<file path="config.mk">
export PLATFORM = sky130hd
export DESIGN_NAME = mux_scanner
export DESIGN_NICKNAME = d
export VERILOG_FILES = /design/src/rtl/mux_scanner.sv
export SDC_FILE = /design/constraint.sdc
export NUM_CORES = 1
export LEC_CHECK = 0
export CAP_MARGIN = 20
export CORE_MARGIN = 2
export CORE_UTILIZATION = 30
export CTS_CLUSTER_DIAMETER = 200
export DETAILED_ROUTE_END_ITERATION = 16
export PLACE_DENSITY_LB_ADDON = 0.3
export SYNTH_ARGS = -nofsm -noshare
export SYNTH_HDL_FRONTEND = slang
export SYNTH_SLANG_ARGS = --single-unit
</file>
<file path="constraint.sdc">
create_clock -name clk_in -period 6.1 [get_ports clk_in]
set_input_delay 0.915 -clock clk_in [delete_from_list [all_inputs] [get_ports clk_in]]
set_output_delay 0.915 -clock clk_in [all_outputs]
set_load 0.1 [all_outputs]
</file>
<file path="src/rtl/mux_scanner.sv">
// mux_scanner: time-multiplexed one-hot channel scanner for display strobing.
// Walks a select across CHANNELS outputs and dwells TIMING_SCALE clk_in cycles
// on each unmasked channel. Emits slot (tick) and frame strobes.
// Optional feature macro: MUX_SCANNER_BLANK_EN inserts BLANK_CYCLES of
// all-inactive select between slots.
//
//   state  | meaning
//   -------+-----------------------------------------------------------
//   IDLE   | not scanning (disabled, all masked or after reset); select inactive
//   ACTIVE | driving the channel in idx_out; slot timer running
//   BLANK  | (macro only) anti-ghosting gap after an advance; select inactive
module mux_scanner #(
    parameter int TIMING_SCALE = 24,
    parameter int CHANNELS     = 6,
    parameter int BLANK_CYCLES = 2,
    parameter int ACTIVE_LOW   = 0
) (
    input  logic                        clk_in,
    input  logic                        rst_in,
    input  logic                        en_in,
    input  logic                        dir_in,
    input  logic [CHANNELS-1:0]         skip_mask_in,
    output logic [CHANNELS-1:0]         sel_out,
    output logic [$clog2(CHANNELS)-1:0] idx_out,
    output logic                        tick_out,
    output logic                        frame_out
);

    localparam int IDX_W   = $clog2(CHANNELS);
    localparam int CNT_MAX = (TIMING_SCALE > BLANK_CYCLES) ? TIMING_SCALE : BLANK_CYCLES;
    localparam int CNT_W   = $clog2(CNT_MAX);
    localparam logic [CNT_W-1:0] SLOT_LOAD = CNT_W'(TIMING_SCALE - 1);
`ifdef MUX_SCANNER_BLANK_EN
    localparam logic [CNT_W-1:0] BLANK_LOAD = CNT_W'(BLANK_CYCLES - 1);
`endif
    // XOR mask that turns a positive one-hot into the output polarity
    localparam logic [CHANNELS-1:0] SEL_IDLE = (ACTIVE_LOW != 0) ? {CHANNELS{1'b1}} : '0;

`ifdef MUX_SCANNER_BLANK_EN
    typedef enum logic [1:0] {ST_IDLE, ST_ACTIVE, ST_BLANK} state_t;
`else
    typedef enum logic {ST_IDLE, ST_ACTIVE} state_t;
`endif

    state_t               state_q, state_d;
    logic [IDX_W-1:0]     idx_q, idx_d;
    logic [CNT_W-1:0]     cnt_q, cnt_d;
    logic [CHANNELS-1:0]  sel_q, sel_d;
    logic                 tick_q, tick_d;
    logic                 frame_q, frame_d;

    logic [CHANNELS-1:0]  sel_raw;
    logic [IDX_W-1:0]     nxt;
    logic                 all_masked;

    // First unmasked channel walking from start in the given direction.
    // Exclusive search wraps all the way round so a lone channel finds itself.
    function automatic logic [IDX_W-1:0] next_idx(input logic [IDX_W-1:0] start,
                                                  input logic dn,
                                                  input logic [CHANNELS-1:0] mask,
                                                  input logic incl);
        logic [IDX_W-1:0] res;
        logic [IDX_W-1:0] ci;
        logic             found;
        int               cand;
        res   = start;
        found = 1'b0;
        for (int k = 0; k <= CHANNELS; k++) begin
            if (dn)
                cand = (int'(start) + CHANNELS - (k % CHANNELS)) % CHANNELS;
            else
                cand = (int'(start) + k) % CHANNELS;
            ci = cand[IDX_W-1:0];
            if (!found && (k != 0 || incl) && !mask[ci]) begin
                res   = ci;
                found = 1'b1;
            end
        end
        return res;
    endfunction

    function automatic logic [CHANNELS-1:0] onehot(input logic [IDX_W-1:0] i);
        logic [CHANNELS-1:0] v;
        v    = '0;
        v[i] = 1'b1;
        return v;
    endfunction

    // Next-state, slot timer and registered-output computation
    always_comb begin
        state_d    = state_q;
        idx_d      = idx_q;
        cnt_d      = cnt_q;
        sel_raw    = '0;
        tick_d     = 1'b0;
        frame_d    = 1'b0;
        nxt        = '0;
        all_masked = &skip_mask_in;
        case (state_q)
            ST_IDLE: begin
                if (en_in && !all_masked) begin
                    nxt     = next_idx(idx_q, dir_in, skip_mask_in, 1'b1);
                    idx_d   = nxt;
                    cnt_d   = SLOT_LOAD;
                    sel_raw = onehot(nxt);
                    state_d = ST_ACTIVE;
                end
            end
            ST_ACTIVE: begin
                if (!en_in || all_masked) begin
                    state_d = ST_IDLE;
                end else if (cnt_q == '0) begin
                    nxt     = next_idx(idx_q, dir_in, skip_mask_in, 1'b0);
                    idx_d   = nxt;
                    tick_d  = 1'b1;
                    frame_d = dir_in ? (nxt >= idx_q) : (nxt <= idx_q);
`ifdef MUX_SCANNER_BLANK_EN
                    cnt_d   = BLANK_LOAD;
                    state_d = ST_BLANK;
`else
                    cnt_d   = SLOT_LOAD;
                    sel_raw = onehot(nxt);
`endif
                end else begin
                    cnt_d = cnt_q - CNT_W'(1);
                    if (!skip_mask_in[idx_q])
                        sel_raw = onehot(idx_q);
                end
            end
`ifdef MUX_SCANNER_BLANK_EN
            ST_BLANK: begin
                if (!en_in || all_masked) begin
                    state_d = ST_IDLE;
                end else if (cnt_q == '0) begin
                    cnt_d   = SLOT_LOAD;
                    state_d = ST_ACTIVE;
                    if (!skip_mask_in[idx_q])
                        sel_raw = onehot(idx_q);
                end else begin
                    cnt_d = cnt_q - CNT_W'(1);
                end
            end
`endif
            default: state_d = ST_IDLE;
        endcase
        sel_d = sel_raw ^ SEL_IDLE;
    end

    // State and output registers with synchronous reset
    always_ff @(posedge clk_in) begin
        if (rst_in) begin
            state_q <= ST_IDLE;
            idx_q   <= '0;
            cnt_q   <= '0;
            sel_q   <= SEL_IDLE;
            tick_q  <= 1'b0;
            frame_q <= 1'b0;
        end else begin
            state_q <= state_d;
            idx_q   <= idx_d;
            cnt_q   <= cnt_d;
            sel_q   <= sel_d;
            tick_q  <= tick_d;
            frame_q <= frame_d;
        end
    end

    assign sel_out   = sel_q;
    assign idx_out   = idx_q;
    assign tick_out  = tick_q;
    assign frame_out = frame_q;

endmodule

</file>
==> key figures <==
Drt
  – 1st-pass router iterations: 5
  – Routed WL: around 14000 µm
  – DR WL met3: 657 µm
  – DR WL met2: approximately 6700 µm
  – DRC errors left: 0
  – Top sig layer: met4
  – Initial DRC count: slightly above 500
  – Vias/cell: just under 6
  – Routed length per instance: between 15 and 20 µm
  – Vias: between 4000 and 5000
  – M1 WL: around 6800 µm
  – Final ANT Viol Nets: 0

Critical path
  – Kind of end point of the critical path: register
  – Crit path arrival time: around 6 ns
  – Crit-path slowest cell: a2111oi_0
  – CP max FO: 14
  – Critical path launch point type: register
  – Crit path required time: between 6 and 7 ns
  – Cells along the critical path: clkinvlp_4 -> ha_4 -> buf_4 -> ha_1 -> nand4_1 -> a2111oi_0 -> nand2_1 -> and4_4 -> o21a_1 -> or3_4 -> or3_1 -> o211ai_2 -> mux2_4 -> a211oi_4 -> nand4_2 -> o221a_4 -> ha_1 -> a21o_1 -> a21oi_2 -> xnor2_1 -> a21oi_1
  – Kind of critical path: register to register
  – Critical Path Most Common Cell: ha_1
  – Slowest stage delay, CP: between 0.6 and 0.7 ns

Die
  – Die ar.: about 0.015 mm²
  – I/O Pins: 21
  – Site row count: 43
  – Die height: around 120 µm
  – Initial Util: 0.310
  – Core Region: about 0.014 mm²
  – Die Width: 124 µm

Placed design
  – Post-DP HPWL: 10800 µm
  – Dpl cells: approximately 820
  – GP Congestion: just over 0.9
  – # port buffers: 20

STA
  – Setup Viol. Count Final: 0
  – Pins over their slew limit: 0
  – Max Fclk: between 150 and 200 MHz
  – Period minus WS final: 5.82 ns
  – Clk_skew: roughly 0.0018 ns
  – Worst Max-Slew Pin Slew: about 1 ns
  – Endpoints failing hold: 0
  – Worst relative slew slack: 0.312
  – Final Cycle Share: 0.953

Clock tree
  – Root Buffer: clkbuf_16
  – TritonCTS clock tree: done
  – CTS Buffer Depth: 2
  – Clk sinks: 17
  – CTS H-Tree Depth: 1
  – Clk pin slew, worst setup/hold paths: ~0.05 ns
  – Worst-Skew Late Latency: between 0.2 and 0.3 ns
  – TritonCTS buffer count: 3

Global route
  – Global route overflow: 0
  – Initial antenna violation count: 0
  – First-pass GRT wire length: roughly 23000 µm
  – Number of global-route vias before repair: around 4600
  – Pin count of the biggest net entering global routing: 23
  – Global Route Usage Sum: 0.170

Yosys
  – Syn Nets: ~650
  – Post-synth EDFFs: 0
  – Top-area cell type share of the netlist area: 0.0807
  – Mapped Area: 0.00434 mm²
  – Most numerous cell in the Yosys netlist: nor2_1
  – Largest area contributor in the netlist: ha_1
  – Syn Inst Count: between 600 and 700
  – Seq/Total Area, Yosys: 0.0784
  – Post-synth top cells: nor2_1 (68), nand2_1 (54), a21oi_1 (43), ha_1 (28), inv_1 (23)
  – Dominant cells by area after synthesis: ha_1 (8.1%), dfxtp_1 (7.8%), nor2_1 (5.9%)
  – Synth cell types: 90
  – Main synth FF type: dfxtp_1
  – Synth Area per Inst: between 7 and 8 µm²
  – Ys async rst share: 0
  – Synth Warn #: 0
  – FF+latch count, synth: 17

Run
  – Max-cap violations: 0

Cells and area
  – Ant diodes: 0
  – Layout area overhead: 22.7%
  – Layout Nets: between 600 and 700
  – Share of cells above drive strength 1: 0.217
  – Fin cells: ~830

Outcome
  – Run status: completed

Worst hold path
  – Min-delay worst type: register to register
## area by class of cell
| cell class | count | area [µm²] |
|---|---|---|
| Clock buffer | 4 | 78.8 |
| Multi-Input combinational cell | 538 | 3970 |
| Tap cell | 180 | 225 |
| Sequential cell | 17 | 352 |
| Fill cell | 1398 | 8660 |
| Timing Repair Buffer | 72 | 603 |
| Inverter | 23 | 93.8 |
## cells in the final DEF (no fill, tap or decap), types with 4 or more instances in the layout
cell / Yosys / routed
nor2_1: 68 / 67
nand2_1: 54 / 51
buf_4: 2 / 48
a21oi_1: 43 / 39
ha_1: 28 / 22
nand3_1: 21 / 21
inv_1: 23 / 20
clkdlybuf4s50_1: 0 / 19
nor3_1: 16 / 16
o21ai_0: 20 / 16
nand2b_1: 17 / 15
mux2i_1: 15 / 15
and3_1: 15 / 14
xnor2_1: 15 / 14
mux2_2: 14 / 14
dfxtp_1: 17 / 14
and2_1: 12 / 10
o22ai_1: 9 / 9
a21o_1: 9 / 9
xor2_1: 10 / 9
o211ai_1: 8 / 8
a211oi_1: 8 / 8
nand4_1: 8 / 8
or3_1: 7 / 7
o21ai_1: 4 / 6
a31oi_1: 7 / 6
o22a_1: 6 / 6
o21a_1: 5 / 5
nor2b_1: 6 / 5
a22oi_1: 6 / 5
nor3b_1: 5 / 4
a221o_1: 4 / 4
or4_4: 2 / 4
a21oi_2: 0 / 4
o221ai_1: 4 / 4
ha_4: 0 / 4
## flip-flops by register name, summed over array words and instances, names as in the netlist
name and count:
frame_out 1, state_q 1, cnt_q 5, idx_out 3, sel_out 6, tick_out 1
## what timing repair did
action	in CTS	in global routing
setup buffers	0	15
hold buffers	0	0
setup endpoints to repair	0	8
gates resized for setup	0	28
## layer usage
| metal | vias to the layer above | track usage |
|---|---|---|
| li1 | 2398 | - |
| met3 | 18 | 0.0112 |
| met1 | 2349 | 0.236 |
| met2 | 155 | 0.291 |
| met4 | 0 | 0.0317 |
| met5 | - | 0 |
## through the flow
step                      setup WS [ns]  area, µm²   util  hold slack (ns)   TNS [ns]
after floorplan                 0.00322       4590      -            0.463          0
after global placement            0.124       5020  0.359            0.494          0
after detailed placement         0.0160       5020  0.359            0.507          0
after CTS                        0.0412       5090  0.364            0.517          0
after global routing          -0.000124       5320  0.381            0.543  -0.000124
final                             0.284       5320  0.381            0.508          0
## worst paths after layout
check / startpoint / to / slack (ns) / cells after the start
min reg2reg: cnt_q[1]$_SDFFE_PP0P_ / cnt_q[1]$_SDFFE_PP0P_ / 0.51 / 2
max reg2reg: idx_out[2]$_SDFFE_PP0P_ / frame_out$_SDFF_PP0_ / 0.28 / 21
min: cnt_q[1]$_SDFFE_PP0P_ / cnt_q[1]$_SDFFE_PP0P_ / 0.51 / 2
max: idx_out[2]$_SDFFE_PP0P_ / frame_out$_SDFF_PP0_ / 0.28 / 21
## cells by family after synthesis
group | after synthesis | synth area share
flops | 17 | 0.0784
fa+ha+maj | 29 | 0.0830
compound gates | 184 | 0.320
buf+inv | 58 | 0.0626
xor+xnor | 26 | 0.0542
simple gates | 269 | 0.327
mux | 30 | 0.0744
## critical path, delay by kind of cell, from the launching register on
family          cells  cell delay (ns)
fa+ha+maj           3             0.93
compound gates      8             1.98
simple gates        6             1.55
xor+xnor            1             0.13
mux                 1             0.39
buf+inv             2             0.36
flops               1             0.35
Power is left out: the tool's default activity adds up to more than one toggle a clock period on the data nets, which glitch-free logic cannot reach.
